<file path="config.mk">
export PLATFORM = sky130hd
export DESIGN_NAME = control_sequencer
export DESIGN_NICKNAME = d
export VERILOG_FILES = /design/src/rtl/sap_pkg.sv /design/src/rtl/ring_counter.sv /design/src/rtl/control_sequencer.sv
export SDC_FILE = /design/constraint.sdc
export NUM_CORES = 1
export LEC_CHECK = 0
export BUFFER_PORTS_ARGS = -buffer_cell sky130_fd_sc_hd__clkbuf_2
export CORE_AREA = 5 5 42 44
export CTS_BUF_LIST = sky130_fd_sc_hd__clkbuf_4 sky130_fd_sc_hd__clkbuf_8 sky130_fd_sc_hd__clkbuf_16
export CTS_CLUSTER_DIAMETER = 30
export DETAILED_ROUTE_END_ITERATION = 10
export DIE_AREA = 0 0 47 49
export GPL_TIMING_DRIVEN = 1
export PLACE_DENSITY_LB_ADDON = 0.1
export SYNTH_ARGS = -nofsm -noshare
export SYNTH_HDL_FRONTEND = slang
export SYNTH_SLANG_ARGS = --single-unit
</file>
<file path="constraint.sdc">
create_clock -name clk -period 3.45 [get_ports clk]
set_input_delay 0.69 -clock clk [delete_from_list [all_inputs] [get_ports clk]]
set_output_delay 0.69 -clock clk [all_outputs]
set_load 0.1 [all_outputs]
</file>
<file path="src/rtl/sap_pkg.sv">
// Shared definitions for the SAP control sequencer: opcodes, control-word bit
// positions, the inactive control word and the RUN/HALTED state encoding.
package sap_pkg;

  localparam int OP_LDA = 0;
  localparam int OP_ADD = 1;
  localparam int OP_SUB = 2;
  localparam int OP_JMP = 3;
  localparam int OP_JZ  = 4;
  localparam int OP_OUT = 14;
  localparam int OP_HLT = 15;

  localparam int CW_W  = 13;
  localparam int CW_CP = 12;
  localparam int CW_EP = 11;
  localparam int CW_LM = 10;
  localparam int CW_CE = 9;
  localparam int CW_LI = 8;
  localparam int CW_EI = 7;
  localparam int CW_LA = 6;
  localparam int CW_EA = 5;
  localparam int CW_SU = 4;
  localparam int CW_EU = 3;
  localparam int CW_LB = 2;
  localparam int CW_LO = 1;
  localparam int CW_LP = 0;

  // Active-low strobes idle high, everything else idles low.
  localparam logic [CW_W-1:0] CW_IDLE = 13'h07C6;

  typedef enum logic {
    SEQ_RUN    = 1'b0,
    SEQ_HALTED = 1'b1
  } seq_state_e;

  // Drive one control signal to its active level, whatever its polarity.
  function automatic logic [CW_W-1:0] cw_on(input logic [CW_W-1:0] cw, input int idx);
    logic [CW_W-1:0] r;
    r      = cw;
    r[idx] = ~CW_IDLE[idx];
    return r;
  endfunction

endpackage

</file>
<file path="src/rtl/ring_counter.sv">
// One-hot ring counter: synchronous clear to bit0, rotates left when enabled
// and not held.
module ring_counter #(
  parameter int N = 6
) (
  input  logic         clk,
  input  logic         clr,
  input  logic         en,
  input  logic         hold,
  output logic [N-1:0] q
);

  always_ff @(posedge clk) begin
    if (clr) begin
      q <= N'(1);
    end else if (en && !hold) begin
      q <= {q[N-2:0], q[N-1]};
    end
  end

endmodule

</file>
<file path="src/rtl/control_sequencer.sv">
// SAP control sequencer: T-state ring plus RUN/HALTED machine with a
// zero-latency control-word decode. Define SEQ_JUMP_EN to decode JMP and JZ.
module control_sequencer
  import sap_pkg::*;
#(
  parameter int OP_W     = 4,
  parameter int T_STATES = 6
) (
  input  logic                clk,
  input  logic                low_clr,
  input  logic                en,
  input  logic [OP_W-1:0]     op_code,
  input  logic                zero_flag,
  output logic [T_STATES-1:0] t_state,
  output logic [CW_W-1:0]     ctrl,
  output logic                low_halt
);

  localparam logic [OP_W-1:0] C_LDA = OP_W'(OP_LDA);
  localparam logic [OP_W-1:0] C_ADD = OP_W'(OP_ADD);
  localparam logic [OP_W-1:0] C_SUB = OP_W'(OP_SUB);
  localparam logic [OP_W-1:0] C_OUT = OP_W'(OP_OUT);
  localparam logic [OP_W-1:0] C_HLT = OP_W'(OP_HLT);
`ifdef SEQ_JUMP_EN
  localparam logic [OP_W-1:0] C_JMP = OP_W'(OP_JMP);
  localparam logic [OP_W-1:0] C_JZ  = OP_W'(OP_JZ);
`else
  logic unused_zero_flag;
  assign unused_zero_flag = zero_flag;
`endif

  seq_state_e      state_q;
  seq_state_e      state_d;
  logic            halt_now;
  logic            ring_hold;
  logic [CW_W-1:0] cw;

  // HLT seen in T4 halts the ring on the same edge that latches HALTED.
  assign halt_now  = (state_q == SEQ_RUN) && t_state[3] && (op_code == C_HLT);
  assign ring_hold = (state_q == SEQ_HALTED) || halt_now;

  ring_counter #(
    .N (T_STATES)
  ) u_ring (
    .clk  (clk),
    .clr  (!low_clr),
    .en   (en),
    .hold (ring_hold),
    .q    (t_state)
  );

  always_ff @(posedge clk) begin
    if (!low_clr) begin
      state_q <= SEQ_RUN;
    end else begin
      state_q <= state_d;
    end
  end

  always_comb begin
    state_d = state_q;
    if (halt_now && en) begin
      state_d = SEQ_HALTED;
    end
  end

  always_comb begin
    cw       = CW_IDLE;
    low_halt = 1'b1;
    if (low_clr) begin
      if ((state_q == SEQ_HALTED) || halt_now) begin
        low_halt = 1'b0;
      end
      if (en && (state_q == SEQ_RUN)) begin
        if (t_state[0]) cw = cw_on(cw_on(cw, CW_EP), CW_LM);
        if (t_state[1]) cw = cw_on(cw, CW_CP);
        if (t_state[2]) cw = cw_on(cw_on(cw, CW_CE), CW_LI);
        if (t_state[3]) begin
          case (op_code)
            C_LDA, C_ADD, C_SUB: cw = cw_on(cw_on(cw, CW_LM), CW_EI);
            C_OUT:               cw = cw_on(cw_on(cw, CW_EA), CW_LO);
`ifdef SEQ_JUMP_EN
            C_JMP:               cw = cw_on(cw_on(cw, CW_EI), CW_LP);
            C_JZ: begin
              if (zero_flag) cw = cw_on(cw_on(cw, CW_EI), CW_LP);
            end
`endif
            default: ;
          endcase
        end
        if (t_state[4]) begin
          case (op_code)
            C_LDA:        cw = cw_on(cw_on(cw, CW_CE), CW_LA);
            C_ADD, C_SUB: cw = cw_on(cw_on(cw, CW_CE), CW_LB);
            default: ;
          endcase
        end
        if (t_state[5]) begin
          case (op_code)
            C_ADD:   cw = cw_on(cw_on(cw, CW_EU), CW_LA);
            C_SUB:   cw = cw_on(cw_on(cw_on(cw, CW_EU), CW_SU), CW_LA);
            default: ;
          endcase
        end
      end
    end
  end

  assign ctrl = cw;

endmodule

</file>
==> key figures, run 1 <==
Outcome
  – Status: finished, final reports clean

STA
  – Min cycle time layout: 2843 ps
  – Worst Hold Slack: 501.8 ps
  – Final worst slack: 606.6 ps
  – Final setup viols: 0
  – Fin. Hold Viols: 0
  – Final TNS setup: 0 ps
  – Fin Clk Skew: 2.226 ps
  – Slew at the pin closest to its max-slew limit: 545.4 ps
  – Fin. max-slew vios: 0
  – Unrepaired setup endpoints after global routing: false
  – Slew margin rel.: 63.79%
  – Fin crit share: 82.42%
  – Peak Freq: 351.7 MHz

Layout
  – Layout cells sized above 1: 50.00%
  – Nets: 87
  – Number of fill cells in the layout: 149
  – Storage element area: 140.1 um2
  – Multi-input gate area: 302.8 um2
  – Ant diodes: 0
  – Non-Filler Instances: 94
  – Area Growth Syn to Fin: 37.67%

Power and ir drop
  – Power, Total: 0.2651 mW
  – Pwr/cell area: 426.3 nW/um2
  – Lkg Pwr: 0.3099 nW
  – Max IR drop VDD: 0.0001876 V

Worst hold path
  – Min-Delay Endpoint: u_ring.q[2]
  – Hold depth: 2
  – Hold WC Path Type: reg2reg
  – Hold_sp: u_ring.q[1]

Global route
  – Vias in the first global route: 458
  – Grt ovf: 0
  – GR Util All Layers: 11.21%
  – Initial antenna violation count: 0
  – Largest net degree at the start of global routing: 13
  – First-pass GRT wire length: 1897 um

Synth
  – Yosys warnings: 0
  – Top post-synthesis cells by count: nand2_1 (8), dfxtp_1 (7), mux2i_1 (4), and3_1 (3), nor2b_1 (3)
  – Count leader, synth: nand2_1
  – Top_reg_cell synth: dfxtp_1
  – Synth cell types: 27
  – Register area share after synthesis: 31.02%
  – Post-Syn Area: 451.7 um2
  – #FFs+latches synth: 7
  – Async S/R FF share, synth: 0%
  – Syn_area_per_cell: 8.857 um2
  – Syn_nets: 59
  – Post-synth top area share: 31.02%
  – Largest cells by area after synthesis: dfxtp_1 (31%), mux2i_1 (8.9%), nand2_1 (6.6%), and3b_2 (4.4%), and3_1 (4.2%)
  – Mapped Cells: 51
  – Area leader, netlist: dfxtp_1
  – Post-synth EDFFs: 0

Floorplan
  – Initial Util: 32.23%
  – Core area: 1401 um2
  – Die width: 47 um
  – Num rows: 14
  – Die H: 49 um
  – Die ar.: 2303 um2
  – Boundary pin count: 28

Detailed routing
  – TritonRoute pass-1 iters: 2
  – DR WL/cell: 12.44 um
  – Routed Antenna Nets: 0
  – DRC Markers: 0
  – DR vias/cell: 4.851
  – Drt initial violations: 3
  – Vias post-DR: 456
  – WL final: 1169 um

Clock network
  – CTS buffer count: 3
  – Hold-fix buffers, CTS: 0
  – Clk sinks: 7
  – CTS tree: yes
  – H-Tree Depth: 1
  – Setup bufs post-CTS: 0
  – CTS Root Cell: clkbuf_4
  – Cts repair resizes: 0
  – Clk Latency, worst-skew pair: 250 ps
  – CTS clock-pin slew for the worst setup and hold paths: 50 ps
  – Maximum buffer depth of the clock tree: 2

Setup path
  – Setup crit start kind: primary input
  – Worst path most repeated cell: clkbuf_2
  – Crit path DAT: 2150 ps
  – WP data required: 2760 ps
  – Crit-path slowest cell: clkbuf_2
  – CP Capture Type: primary output
  – FF-to-FF path depth: 3
  – Register-to-register setup slack: 2240 ps
  – Crit-path cells: clkbuf_2 -> and3b_2 -> nor3b_4 -> and3_1 -> clkbuf_2
  – CP max FO: 12
  – Reg-to-reg critical path startpoint: u_ring.q[3]
  – FF-to-FF End: u_ring.q[4]
  – CP startpoint: low_clr
  – Critical Path Max Stage Delay: 450 ps
  – Crit path kind: in2out

Place
  – Final GP Congestion: 0.7252
  – Placed Cells: 90
  – PortBufs: 25
  – Dpl ws: 571.1 ps

Job
  – Max-capacitance violation count: 0
[flip-flops by register name, summed over array words and instances (netlist names)]
register,count
u_ring.q,6
state_q,1
[critical path: cells and delay by family]
kind                   cells  cell delay, ps
and+or+nand+nor            3             820
buffers and inverters      2             640
[metal layers]
layer | routed length [um] | share of wire (%) | track usage (%)
met2 | 533 | 46 | 17.42
met5 | 0 | 0 | 0
met4 | 0 | 0 | 5.530
met1 | 504 | 43 | 13.47
met3 | 131 | 11 | 3.321
[power breakdown]
group / leakage (nW) / switching [mW] / internal, mW
Clock: 0.0184 / 0.0289 / 0.0519
Sequential: 0.0576 / 0.00575 / 0.0857
Combinational: 0.234 / 0.0752 / 0.0177
[stage by stage]
| step | utilization (%) | instance area (um2) |
|---|---|---|
| after floorplan | - | 457.9 |
| after global placement | 42.23 | 591.8 |
| after detailed placement | 42.23 | 591.8 |
| after CTS | 44.38 | 621.8 |
| after global routing | 44.38 | 621.8 |
| final | 44.38 | 621.8 |
[cell type report]
cell class              count  share of cell area (%)
clock buffers               4                   4.829
inverters                   1                  0.6036
multi-input cells          41                   48.69
flip-flops and latches      7                   22.54
well taps                  16                   3.219
repair buffers             25                   20.12
[worst max-delay path by stage]
stage	slack [ps]	to	depth (start not counted)
detailed placement	570	ctrl[3]	5
floorplan	30	ctrl[9]	3
CTS	570	ctrl[3]	5
global route	480	ctrl[3]	5
finish	610	ctrl[3]	5
global placement	590	ctrl[4]	5
[cells by family after synthesis]
family	count (synthesis)	synth area share, %
buffers and inverters	3	3.323
and+or+nand+nor	27	37.95
other	1	0.8302
muxes	4	8.865
xor gates and xnor gates	1	1.939
DFF	7	31.02
AOI/OAI and AO/OA	8	16.07
[cells in the final DEF (no fill, tap or decap), types with 2 or more instances in the layout]
cell	count
nand2_1	8
and3b_2	2
dfxtp_1	7
clkbuf_2	25
and3_1	3
nand3_1	2
nor2b_1	3
and2_2	2
mux2i_1	4
clkbuf_4	4
Power figures use the tool's default switching activity.
==> run 2: changes to the inputs <==
- clock period: 3.45 -> 2.65 ns (I/O delays scaled with it)
==> run 2 against run 1 <==
  * Largest cell class unchanged
  * Count of clock-buffer cells in the layout is the same
  * Combinational power up 33%
  * Global-route usage shrank 0.92 points
  * Sequential share of layout area fell by 1.4 points
  * First-iteration DRC count up 130%
  * Clock skew grew 3.9 ps
  * Flip-flop and latch count is the same
  * Clock power is 31% higher
  * Non-clock buffer count grew 1
  * Register-to-register slack worse by 780 ps
==> key figures, run 2 (synthesis results as in run 1) <==
Clock network
  – CTS tree: yes
  – Setup bufs post-CTS: 0
  – CTS buffer count: 3
  – CTS Root Cell: clkbuf_4
  – Clk Latency, worst-skew pair: 250 ps
  – Hold-fix buffers, CTS: 0
  – Maximum buffer depth of the clock tree: 2
  – Cts repair resizes: 0
  – H-Tree Depth: 1
  – Clk sinks: 7
  – CTS clock-pin slew for the worst setup and hold paths: 50 ps

Outcome
  – Status: finished, final reports clean

STA
  – Fin crit share: 87.48%
  – Min cycle time layout: 2318 ps
  – Slew at the pin closest to its max-slew limit: 545.4 ps
  – Fin. Hold Viols: 0
  – Final setup viols: 0
  – Worst Hold Slack: 502.1 ps
  – Slew margin rel.: 63.79%
  – Unrepaired setup endpoints after global routing: false
  – Peak Freq: 431.4 MHz
  – Fin Clk Skew: 6.084 ps
  – Final TNS setup: 0 ps
  – Fin. max-slew vios: 0

Place
  – Placed Cells: 91
  – PortBufs: 25
  – Final GP Congestion: 0.7569

Power and ir drop
  – Max IR drop VDD: 0.0002685 V
  – Pwr/cell area: 520.1 nW/um2
  – Lkg Pwr: 0.3256 nW

Global route
  – Vias in the first global route: 398
  – GR Util All Layers: 10.30%
  – Grt ovf: 0
  – Largest net degree at the start of global routing: 12
  – First-pass GRT wire length: 1711 um
  – Initial antenna violation count: 0

Job
  – Max-capacitance violation count: 0

Detailed routing
  – Routed Antenna Nets: 0
  – DR WL/cell: 11.82 um
  – WL final: 1123 um
  – Drt initial violations: 7
  – DR vias/cell: 4.874
  – DRC Markers: 0
  – TritonRoute pass-1 iters: 3
  – Vias post-DR: 463

Layout
  – Non-Filler Instances: 95
  – Largest registers: u_ring.q: 6 flops, state_q: 1 flops
  – Biggest register: u_ring.q
  – Number of fill cells in the layout: 145
  – Nets: 88
  – Layout cells sized above 1: 53.16%
  – Area Growth Syn to Fin: 47.92%
  – Commonest non-fill, non-tap cell in the layout: clkbuf_2
  – Max reg flops: 6
  – Commonest non-fill, non-tap cells in the layout: clkbuf_2 (23), nand2_1 (8), dfxtp_1 (6)
  – Ant diodes: 0

Setup path
  – Crit path DAT: 1790 ps
  – Worst setup path endpoint: ctrl[9]
  – Register-to-register setup slack: 1460 ps
  – CP startpoint: en
  – FF-to-FF End: u_ring.q[3]
  – WP data required: 2120 ps
  – Setup crit start kind: primary input
  – Crit path kind: in2out
  – CP max FO: 7
  – Reg-to-reg critical path startpoint: state_q
  – FF-to-FF path depth: 3
  – CP Capture Type: primary output

Floorplan
  – Die width: 47 um
  – Core area: 1401 um2
  – Die H: 49 um
  – Num rows: 14
  – Initial Util: 32.23%
  – Boundary pin count: 28
  – Die ar.: 2303 um2

Worst hold path
  – Hold WC Path Type: reg2reg
## run 2: changes by cell type in the layout (fill, tap and decap cells not counted), sizes merged
cell	delta
buf	+3
clkbuf	-2
## run 2: power breakdown
group          leakage [nW]  switching, mW  internal, mW
combinational         0.249         0.0983        0.0243
clock                0.0184         0.0380        0.0676
sequential           0.0579        0.00745         0.112
total                 0.326          0.144         0.204
## run 2: routing by layer
layer	global-route usage [%]	share of wire, %	vias to the layer above
li1	-	-	236
met4	6.912	2.0	0
met3	3.321	11	3
met2	14.48	41	24
met5	0	0	-
met1	12.80	45	200
## run 2: worst max-delay path, stage by stage
cell and delay (ps):
clkbuf_2 110, and3b_2 250, nor3b_4 350, a32oi_2 160
clkbuf_2 390
## run 2: layout make-up
cell class,count,area (um2),area share [%]
clock buffer,4,30.03,4.494
inverter,1,3.754,0.5618
multi-input combinational,41,310.3,46.44
sequential,7,141.4,21.16
tap,16,20.02,2.996
timing repair buffer,26,162.7,24.34
## run 2: worst min path at each step
stage                start           to  slack [ps]  cells past startpoint
2_1_floorplan      state_q      state_q         500                      2
5_1_grt        u_ring.q[1]  u_ring.q[1]         530                      2
6_report       u_ring.q[1]  u_ring.q[1]         500                      2
3_5_place_dp   u_ring.q[1]  u_ring.q[2]         500                      2
4_1_cts        u_ring.q[1]  u_ring.q[1]         510                      2
3_3_place_gp   u_ring.q[1]  u_ring.q[2]         490                      2
## run 2: stage by stage
step	utilization (%)	area, um2	setup slack [ps]	power (mW)
detailed placement	45.54	638.1	326.3	0.2449
finish	47.68	668.1	331.9	0.3475
global placement	45.54	638.1	321.7	0.2446
CTS	47.68	668.1	325.9	0.3516
floorplan	-	466.7	-154.8	0.2227
global route	47.68	668.1	235.4	0.3667
